### config.mk
export PLATFORM = sky130hd
export DESIGN_NAME = atm_key_entry
export DESIGN_NICKNAME = d
export VERILOG_FILES = /design/src/rtl/atm_key_entry.sv
export SDC_FILE = /design/constraint.sdc
export NUM_CORES = 1
export LEC_CHECK = 0
export ABC_AREA = 1
export BUFFER_PORTS_ARGS = -buffer_cell sky130_fd_sc_hd__buf_4
export CORE_ASPECT_RATIO = 2
export CORE_MARGIN = 3
export CORE_UTILIZATION = 40
export DETAILED_ROUTE_END_ITERATION = 16
export GPL_TIMING_DRIVEN = 0
export PLACE_DENSITY = 0.68
export SYNTH_ARGS = -nofsm -noshare
export SYNTH_HDL_FRONTEND = slang
export SYNTH_SLANG_ARGS = --single-unit
### constraint.sdc
create_clock -name clk -period 3.7 [get_ports clk]
set_clock_uncertainty 0.2 [all_clocks]
set_input_delay 0.185 -clock clk [delete_from_list [all_inputs] [get_ports clk]]
set_output_delay 0.185 -clock clk [all_outputs]
set_load 0.05 [all_outputs]
### src/rtl/atm_key_entry.sv
// atm_key_entry: keypad front-end for the ATM control block.
// Assembles a 4-digit account number and a 1-digit PIN from a key stream.
// Issues one auth request and consumes the pass/fail result.
// Counts consecutive failures and locks the keypad after MAX_TRIES of them.
// Ports:
//   clk, rst (sync, active-low)
//   key_valid/key_code: key strobe; codes 0-9 digit, 10 CLEAR, 11 ENTER, 12 CANCEL
//   auth_done/auth_ok: result strobe + qualifier
//   exit: logout request, only honoured in a session
//   acc_number, pin, req_valid: stable request payload + one-cycle strobe
//   session_open, locked, entry_error, fail_count: status (all registered)
module atm_key_entry #(
  parameter int MAX_TRIES    = 3,
  parameter int LOCK_CYCLES  = 1000,
  parameter int RESP_TIMEOUT = 64,
  parameter int IDLE_CYCLES  = 6000
) (
  input  logic        clk,
  input  logic        rst,
  input  logic        key_valid,
  input  logic [3:0]  key_code,
  input  logic        auth_done,
  input  logic        auth_ok,
  input  logic        exit,
  output logic [11:0] acc_number,
  output logic [3:0]  pin,
  output logic        req_valid,
  output logic        session_open,
  output logic        locked,
  output logic        entry_error,
  output logic [3:0]  fail_count
);

  typedef enum logic [2:0] {S_ACC, S_PIN, S_REQ, S_WAIT, S_SESSION, S_LOCKED} state_e;

  // One timer is shared: idle in ACC/PIN, response in WAIT, lockout in LOCKED.
  localparam int T1 = (LOCK_CYCLES > RESP_TIMEOUT) ? LOCK_CYCLES : RESP_TIMEOUT;
  localparam int TMAX = (T1 > IDLE_CYCLES) ? T1 : IDLE_CYCLES;
  localparam int TW = $clog2(TMAX) + 1;

  state_e        state_q, state_d;
  logic [13:0]   accum_q, accum_d;
  logic [2:0]    cnt_q, cnt_d;
  logic [11:0]   acc_number_q, acc_number_d;
  logic [3:0]    pin_q, pin_d;
  logic          pin_vld_q, pin_vld_d;
  logic          req_valid_q, req_valid_d;
  logic          session_open_q, session_open_d;
  logic          locked_q, locked_d;
  logic          entry_error_q, entry_error_d;
  logic [3:0]    fail_count_q, fail_count_d;
  logic [TW-1:0] timer_q, timer_d;

  logic       is_digit, is_clear, is_enter, is_cancel, full_clear;
  logic [3:0] fail_next;

  assign is_digit  = key_valid && (key_code <= 4'd9);
  assign is_clear  = key_valid && (key_code == 4'd10);
  assign is_enter  = key_valid && (key_code == 4'd11);
  assign is_cancel = key_valid && (key_code == 4'd12);
  assign fail_next = fail_count_q + 4'd1;

  always_comb begin
    state_d        = state_q;
    accum_d        = accum_q;
    cnt_d          = cnt_q;
    acc_number_d   = acc_number_q;
    pin_d          = pin_q;
    pin_vld_d      = pin_vld_q;
    req_valid_d    = 1'b0;
    session_open_d = session_open_q;
    locked_d       = locked_q;
    entry_error_d  = 1'b0;
    fail_count_d   = fail_count_q;
    timer_d        = timer_q;
    full_clear     = 1'b0;

    // Idle timeout only fires on key-less cycles, so it never collides with
    // the key handling below.
    if (state_q == S_ACC || state_q == S_PIN) begin
      if (key_valid) begin
        timer_d = '0;
      end else if (cnt_q != 3'd0 || pin_vld_q) begin
        if (timer_q == TW'(IDLE_CYCLES - 1)) begin
          entry_error_d = 1'b1;
          full_clear    = 1'b1;
        end else begin
          timer_d = timer_q + TW'(1);
        end
      end else begin
        timer_d = '0;
      end
    end

    case (state_q)
      S_ACC: begin
        if (is_cancel) begin
          full_clear = 1'b1;
        end else if (is_digit) begin
          // accum <= 999 whenever fewer than 4 digits are held, so 14 bits suffice
          if (cnt_q < 3'd4) begin
            accum_d = accum_q * 14'd10 + {10'd0, key_code};
            cnt_d   = cnt_q + 3'd1;
          end
        end else if (is_clear) begin
          accum_d = '0;
          cnt_d   = '0;
        end else if (is_enter) begin
          if (cnt_q == 3'd4 && accum_q <= 14'd4095) begin
            acc_number_d = accum_q[11:0];
            state_d      = S_PIN;
            timer_d      = '0;
          end else begin
            entry_error_d = 1'b1;
            accum_d       = '0;
            cnt_d         = '0;
          end
        end
      end
      S_PIN: begin
        if (is_cancel) begin
          full_clear = 1'b1;
        end else if (is_digit) begin
          if (!pin_vld_q) begin
            pin_d     = key_code;
            pin_vld_d = 1'b1;
          end
        end else if (is_clear) begin
          pin_d     = '0;
          pin_vld_d = 1'b0;
        end else if (is_enter) begin
          if (pin_vld_q) state_d = S_REQ;
          else           entry_error_d = 1'b1;
        end
      end
      S_REQ: begin
        req_valid_d = 1'b1;
        state_d     = S_WAIT;
        timer_d     = '0;
      end
      S_WAIT: begin
        // A result in hand is consumed even if CANCEL or the timeout coincide.
        if (auth_done) begin
          timer_d = '0;
          if (auth_ok) begin
            fail_count_d   = '0;
            session_open_d = 1'b1;
            state_d        = S_SESSION;
          end else begin
            fail_count_d = fail_next;
            if (fail_next == 4'(MAX_TRIES)) begin
              locked_d = 1'b1;
              state_d  = S_LOCKED;
            end else begin
              pin_d     = '0;
              pin_vld_d = 1'b0;
              state_d   = S_PIN;
            end
          end
        end else if (is_cancel) begin
          full_clear = 1'b1;
        end else if (timer_q == TW'(RESP_TIMEOUT - 1)) begin
          entry_error_d = 1'b1;
          full_clear    = 1'b1;
        end else begin
          timer_d = timer_q + TW'(1);
        end
      end
      S_SESSION: begin
        if (exit) full_clear = 1'b1;
      end
      S_LOCKED: begin
        if (timer_q == TW'(LOCK_CYCLES - 1)) begin
          fail_count_d = '0;
          full_clear   = 1'b1;
        end else begin
          timer_d = timer_q + TW'(1);
        end
      end
      default: full_clear = 1'b1;
    endcase

    if (full_clear) begin
      state_d        = S_ACC;
      accum_d        = '0;
      cnt_d          = '0;
      acc_number_d   = '0;
      pin_d          = '0;
      pin_vld_d      = 1'b0;
      session_open_d = 1'b0;
      locked_d       = 1'b0;
      timer_d        = '0;
    end
  end

  always_ff @(posedge clk) begin
    if (!rst) begin
      state_q        <= S_ACC;
      accum_q        <= '0;
      cnt_q          <= '0;
      acc_number_q   <= '0;
      pin_q          <= '0;
      pin_vld_q      <= 1'b0;
      req_valid_q    <= 1'b0;
      session_open_q <= 1'b0;
      locked_q       <= 1'b0;
      entry_error_q  <= 1'b0;
      fail_count_q   <= '0;
      timer_q        <= '0;
    end else begin
      state_q        <= state_d;
      accum_q        <= accum_d;
      cnt_q          <= cnt_d;
      acc_number_q   <= acc_number_d;
      pin_q          <= pin_d;
      pin_vld_q      <= pin_vld_d;
      req_valid_q    <= req_valid_d;
      session_open_q <= session_open_d;
      locked_q       <= locked_d;
      entry_error_q  <= entry_error_d;
      fail_count_q   <= fail_count_d;
      timer_q        <= timer_d;
    end
  end

  assign acc_number   = acc_number_q;
  assign pin          = pin_q;
  assign req_valid    = req_valid_q;
  assign session_open = session_open_q;
  assign locked       = locked_q;
  assign entry_error  = entry_error_q;
  assign fail_count   = fail_count_q;

endmodule

==> impl_metrics.py, run 1 <==
metrics = {
    "run_status": {
        "status": "completed",
    },
    "yosys": {
        "synth_warn": 0,
        "postSynthRegisterBits": 59,
        "syn_inst": 651,
        "synth.cell_area_um2": 4220,
        "async_flop_share_pct": 0,
        "synth-edff-count": 0,
        "synth_cell_types": 39,
        "synth_seq_area_share_pct": 27.99,
        "postSynth.topFlopCell": "dfxtp_1",
        "synth.net_count": 690,
        "mean_instance_size_in_the_synthesized_netlist_um2": 6.483,
    },
    "min_path": {
        "hold_path.startpoint": "key_code[1]",
        "holdCritPathClass": "primary input to register",
    },
    "sta": {
        "fin_ws_ps": 740.4,
        "setup_viol": 0,
        "finalHoldViolCount": 0,
        "tns_ps": 0,
        "worst-slew-pin-transition_ps": 484.3,
        "worst_slew_margin_rel_pct": 67.71,
        "finalHoldWorstSlack_ps": 12.76,
        "rsz0062_at_grt": "no",
        "period_needed_ps": 2960,
        "max_clock_freq_mhz": 337.9,
        "min_period_over_period_pct": 79.99,
        "total_count_of_max_transition_violations_in_the_final_report": 0,
    },
    "cells_and_area": {
        "area_growth_pct": 18.11,
        "final_core_utilization_pct": 48.80,
        "fillerInstances": 1089,
        "antenna_cells_inserted": 0,
        "design_area_um2": 4985,
        "final_layout_size_suffix_gt1_share_pct": 14.49,
        "num-nets-final": 738,
    },
    "clock_network": {
        "clock_latency_ps": 340,
        "tritoncts": "yes",
        "setup_buffers_after_cts": 0,
        "ctsLongestPathBuffers": 2,
        "numCtsBuffers": 9,
        "cts_num_sinks": 59,
        "clockRootBuffer": "clkbuf_16",
        "htree_num_levels": 3,
        "clkTransAtPathRegs_ps": 60,
    },
    "global_route": {
        "global_routing_met1_resource_utilization_pct": 19.77,
        "first_global_vias": 4519,
        "grt_usage_pct": 22.32,
        "use_met2_pct": 43.82,
        "groute.layer.met3.usage_pct": 3.333,
        "pin_count_of_the_biggest_net_entering_global_routing": 14,
        "gr-max-usage-layer": "met2",
        "global_route_wire_length_before_repair_mm": 20.56,
        "grt-ovfl-total": 0,
        "antenna_found_initial": 0,
    },
    "power_and_ir_drop": {
        "power.internal_uw": 1201,
        "ir_drop_uv": 217.3,
        "power_frac_seq_pct": 40.0,
        "swShare_pct": 25.10,
        "power-per-cell-area_nw_per_um2": 321.8,
        "clock_power_share_pct": 54.5,
        "p_sw_uw": 402.7,
        "combPwrFrac_pct": 5.5,
        "leakagePower_uw": 0.002304,
    },
    "worst_setup_path": {
        "worstSetupEndpointType": "register",
        "cp.required_ps": 3770,
        "worst_setup_path_startpoint": "accum_q[1]$_SDFFE_PP0P_",
        "crit_fanout": 5,
        "start_kind": "register",
        "r2r_start": "accum_q[1]$_SDFFE_PP0P_",
        "setup.worst_path.class": "register to register",
        "critPathArrivalTime_ps": 3030,
    },
    "floorplanning": {
        "row_count": 52,
        "initial_utilization_pct": 41.32,
        "core_um2": 10210,
        "dieArea_um2": 11890,
        "die_y_um": 151.3,
        "die_w_um": 78.63,
        "top_level_ports": 34,
    },
    "run": {
        "maxCapViolCount": 0,
    },
    "placed_design": {
        "dp_hpwl_mm": 10.13,
        "routability_driven_placement_congestion_ratio": 0.9013,
        "port-buffer-count": 33,
        "dpl_cell_area_um2": 4637,
        "detailedPlace.worstSlack_ps": 766.7,
    },
    "routing": {
        "dr.first_iter.drc_count": 267,
        "drt_drc_violations_left": 0,
        "avgRoutedWirePerCell_um": 15.08,
        "detail_route.wirelength_mm": 12.66,
        "route.detailed.vias_per_inst": 5.306,
        "num_vias": 4452,
        "ant_nets": 0,
        "first_pass_iteration_count_of_the_detailed_router": 5,
    },
}
critical path, stage by stage, from the launching register on:
cell and delay [ps]:
dfxtp_1 470, ha_1 290, ha_1 260, fa_1 570
nand2_1 70, nor2_1 80, nand2_1 80, a21oi_1 200
nand3_1 150, nor2_1 190, nand3_1 100, nand2_1 70
nand3_1 60, a21oi_1 110
sequential cells by signal, summed over array words and instances (netlist names):
| register | count |
|---|---|
| timer_q | 14 |
| fail_count | 4 |
| accum_q | 14 |
| pin_vld_q | 1 |
| session_open | 1 |
| pin | 4 |
| entry_error | 1 |
| acc_number | 12 |
| req_valid | 1 |
| state_q | 3 |
| locked | 1 |
| cnt_q | 3 |
per-layer routing:
| layer | routed length (µm) | part of all wire (%) | up-vias |
|---|---|---|---|
| met1 | 4405 | 35 | 2049 |
| met4 | 792 | 6.3 | 0 |
| li1 | - | - | 2244 |
| met5 | 0 | 0 | - |
| met3 | 294 | 2.3 | 55 |
| met2 | 7163 | 57 | 104 |
synthesized netlist by cell type, types with 3 or more instances:
cell,number,share of area (%)
xor2_1,6,1.2
o211ai_1,3,0.53
dfxtp_1,59,28
ha_1,27,8.0
a22oi_1,3,0.53
nand3b_1,3,0.53
nand3_2,3,0.71
clkbuf_1,5,0.44
nand4_1,30,4.4
buf_2,5,0.59
nand2_1,182,16
nor3_1,11,1.3
xnor2_1,3,0.62
nor2_1,41,3.6
inv_1,75,6.7
nor2_4,3,0.80
nand2_2,5,0.74
o21ai_0,15,1.8
or2_2,5,0.74
nor2_2,5,0.74
a21oi_1,56,6.6
inv_2,16,1.4
nand3_1,69,8.2
kinds of logic (layout without fill, tap and decap cells):
| group | count (synthesis) | in the layout | synth area share (%) |
|---|---|---|---|
| simple gates | 364 | 364 | 40.23 |
| buf+inv | 104 | 157 | 9.843 |
| compound gates | 86 | 86 | 11.12 |
| flops | 59 | 59 | 27.99 |
| fa+ha+maj | 29 | 29 | 8.953 |
| xor+xnor | 9 | 9 | 1.868 |
cells in the final DEF (no fill, tap or decap), types with 4 or more instances in the layout:
cell / instances
inv_2: 16
nor3_1: 11
nand2_2: 5
or2_2: 5
a21oi_1: 56
clkbuf_16: 9
inv_1: 75
dlygate4sd3_1: 4
nor2_1: 41
dfxtp_1: 59
buf_4: 34
o21ai_0: 15
xor2_1: 6
nand4_1: 30
buf_2: 5
ha_1: 27
clkbuf_1: 5
inv_6: 4
nand3_1: 69
nand2_1: 182
nor2_2: 5
through the flow:
stage	std cells	power (µW)
3_3_place_gp	819	738.6
6_report	839	1604
4_1_cts	839	1617
2_1_floorplan	651	708.8
5_1_grt	839	1656
3_5_place_dp	819	741.1
layout make-up:
class	instances	area [µm²]	share of cell area (%)
multi-input combinational	488	2624	52.64
clock buffer	9	225.2	4.518
inverter	91	341.6	6.852
buffer	13	73.82	1.481
sequential	59	1181	23.69
tap	135	168.9	3.389
clock inverter	7	82.58	1.657
timing repair buffer	37	287.8	5.773
repair_timing:
action                    4_1_cts  5_1_grt
hold endpoints to repair        8        0
hold buffers                    4        0
gates resized for setup         0        0
power by group through the flow:
stage	registers, µW	logic (µW)	clock network [µW]
after floorplan	654	54.8	0
after global placement	655	83.3	0
after detailed placement	655	85.8	0
after CTS	641	89.5	886
after global routing	641	98.1	917
final	641	89.0	874
path summary, 6_finish.rpt:
path | cells after the start | endpoint | slack (ps)
setup / recovery | 13 | accum_q[12]$_SDFFE_PP0P_ | 740
hold / removal | 5 | pin[1]$_SDFFE_PP0P_ | 10
setup reg to reg | 13 | accum_q[12]$_SDFFE_PP0P_ | 740
hold reg to reg | 2 | locked$_SDFFE_PP0P_ | 250
(Power assumes the default switching activity.)
==> inputs of run 2 (changes only) <==
ABC_AREA = 0   (was 1)
PLACE_DENSITY = 0.7   (was 0.68)
clock period = 2.55 ns   (was 3.7 ns; I/O delays follow)
==> run 2 against run 1 <==
- the flow now finishes with violations (negative setup slack)
- synthesized cell count shrank 27%
- clock power increased by 50%
- clock-buffer cell count unchanged
==> impl_metrics.py, run 2 <==
metrics = {
    "clock_network": {
        "cts_num_sinks": 59,
        "clkTransAtPathRegs_ps": 60,
        "clockRootBuffer": "clkbuf_16",
        "clock_latency_ps": 340,
        "ctsLongestPathBuffers": 2,
        "numCtsBuffers": 9,
        "htree_num_levels": 3,
        "tritoncts": "yes",
    },
    "sta": {
        "finalHoldViolCount": 0,
        "finalHoldWorstSlack_ps": 40.55,
        "worst-slew-pin-transition_ps": 863.8,
        "period_needed_ps": 2785,
        "total_count_of_max_transition_violations_in_the_final_report": 0,
        "min_period_over_period_pct": 109.2,
        "rsz0062_at_grt": "yes",
        "worst_slew_margin_rel_pct": 42.20,
        "setup_viol": 39,
        "fin_ws_ps": -234.8,
        "max_clock_freq_mhz": 359.1,
    },
    "yosys": {
        "synth_warn": 0,
        "postSynthRegisterBits": 59,
        "cell_with_the_most_instances_after_synthesis": "dfxtp_1",
        "synth_top_area_cell": "dfxtp_1",
        "postSynth.topFlopCell": "dfxtp_1",
        "synth_cell_types": 73,
        "syn_inst": 478,
        "yosys-top-cells-area": "dfxtp_1 (30%), ha_1 (8.5%), nor2_1 (4.9%)",
        "mean_instance_size_in_the_synthesized_netlist_um2": 8.287,
        "async_flop_share_pct": 0,
        "synth_seq_area_share_pct": 29.82,
        "yosys.area.top_type_share_pct": 29.82,
        "synth.cell_area_um2": 3961,
        "synth-edff-count": 0,
        "synth_common_cells": "dfxtp_1 (59), nor2_1 (52), nand2_1 (33), a21oi_1 (31), ha_1 (27)",
        "synth.net_count": 517,
    },
    "cells_and_area": {
        "design_area_um2": 5650,
        "area_growth_pct": 42.64,
        "antenna_cells_inserted": 0,
        "final_layout_size_suffix_gt1_share_pct": 34.35,
        "num-nets-final": 590,
        "fillerInstances": 801,
        "layout_commonest_cell": "buf_4",
        "most-common-layout-cells": "buf_4 (56), dfxtp_1 (47), nand2_1 (32), nor2_1 (27), a21oi_1 (23)",
    },
    "worst_setup_path": {
        "cp.required_ps": 2620,
        "crit_path_cell_chain": "ha_1, ha_1, or4_1, a21oi_1, nor3_1, or2_2, a211o_1, a31oi_1",
        "slowest_stage": "or4_1",
        "start_kind": "register",
        "worstSetupEndpointType": "register",
        "crit_fanout": 4,
        "critPathTopFamily": "simple AND/OR/NAND/NOR gates",
        "setup.worst_path.class": "register to register",
        "critical-path-max-stage-delay_ps": 530,
        "worst_path_most_repeated_cell": "ha_1",
        "critPathArrivalTime_ps": 2850,
        "worst-path-buf-inv": 0,
    },
    "routing": {
        "route.detailed.vias_per_inst": 6.074,
        "drt_drc_violations_left": 0,
        "ant_nets": 0,
        "detail_route.wirelength_mm": 13.20,
        "num_vias": 4167,
        "avgRoutedWirePerCell_um": 19.24,
        "dr.first_iter.drc_count": 327,
        "first_pass_iteration_count_of_the_detailed_router": 5,
    },
    "placed_design": {
        "port-buffer-count": 32,
        "routability_driven_placement_congestion_ratio": 0.9642,
        "dp_hpwl_mm": 8.895,
        "dpl_cell_area_um2": 4419,
    },
    "global_route": {
        "global_route_wire_length_before_repair_mm": 18.96,
        "grt-ovfl-total": 0,
        "pin_count_of_the_biggest_net_entering_global_routing": 12,
        "grt_usage_pct": 21.14,
        "first_global_vias": 4047,
        "antenna_found_initial": 0,
    },
    "floorplanning": {
        "initial_utilization_pct": 41.66,
        "dieArea_um2": 11210,
        "core_um2": 9509,
        "die_w_um": 76.37,
        "row_count": 50,
        "die_y_um": 146.7,
        "top_level_ports": 34,
    },
    "run": {
        "maxCapViolCount": 0,
    },
    "power_and_ir_drop": {
        "ir_drop_uv": 376.1,
        "power-per-cell-area_nw_per_um2": 435.7,
        "leakagePower_uw": 0.002046,
    },
    "run_status": {
        "failed_checks": "negative setup slack",
        "status": "finished with violations",
    },
    "min_path": {
        "holdCritPathClass": "primary input to register",
    },
}
[run 2: kinds of logic (layout without fill, tap and decap cells)]
logic type | count (synthesis) | count (layout) | share of synthesized area (%)
compound gates | 132 | 132 | 23.31
xor+xnor | 15 | 15 | 3.664
fa+ha+maj | 29 | 29 | 9.539
buf+inv | 32 | 110 | 3.822
flops | 59 | 59 | 29.82
mux | 15 | 15 | 3.790
simple gates | 196 | 196 | 26.06
[run 2: area by class of cell]
cell class	count	area [µm²]	area share, %
flip-flops and latches	59	1204	21.30
clock buffers	9	225.2	3.986
well taps	130	162.7	2.879
multi-input cells	387	3178	56.24
repair buffers	64	568.0	10.05
plain buffers	18	175.2	3.100
clock inverters	7	92.59	1.639
inverters	12	45.04	0.7972
[run 2: stage by stage]
step	setup slack, ps	total power (µW)	TNS [ps]	utilization, %	std cells
3_5_place_dp	-474.0	1086	-13870	46.47	640
4_1_cts	-257.4	2396	-1057	52.87	665
6_report	-234.8	2462	-2198	59.42	686
2_1_floorplan	-169.0	1036	-402.6	-	478
5_1_grt	-357.4	2518	-4181	59.42	686
3_3_place_gp	-377.8	1083	-11920	46.47	640
[run 2: worst paths after layout]
kind	from	to	slack [ps]	cells after the start
setup / recovery	accum_q[7]$_SDFFE_PP0P_	accum_q[12]$_SDFFE_PP0P_	-230	8
hold / removal	key_code[3]	pin[3]$_SDFFE_PP0P_	40	4
setup reg to reg	accum_q[7]$_SDFFE_PP0P_	accum_q[12]$_SDFFE_PP0P_	-230	8
hold reg to reg	fail_count[3]$_SDFFE_PN0P_	fail_count[3]$_SDFFE_PN0P_	290	2
[run 2: routing by layer]
layer  track usage, %  share of wire, %  up-vias
met2            41.09                55      162
met1            17.87                32     1981
li1                 -                 -     1944
met5                0                 0        -
met4            17.24               9.6        0
met3            4.110               3.7       80
[run 2: report_power, final]
group	internal [µW]	total (µW)	switching (µW)
Clock	850	1310	456
Sequential	924	930	5.44
Combinational	98.1	226	127
Total	1870	2460	589
[run 2: timing repair]
action | CTS | global route
setup buffers | 7 | 16
endpoints found under the setup margin | 55 | 54
cloned | 0 | 5
hold endpoints to repair | 11 | 0
pin swaps | 25 | 30
hold buffers | 4 | 0
resized for setup | 44 | 106
[run 2: worst reg2reg max path, cell delays in order (launching register included)]
cell     delay (ps)
dfxtp_1         440
ha_1            280
ha_1            250
or4_1           530
a21oi_1         180
nor3_1          100
or2_2           310
a211o_1         290
a31oi_1         130
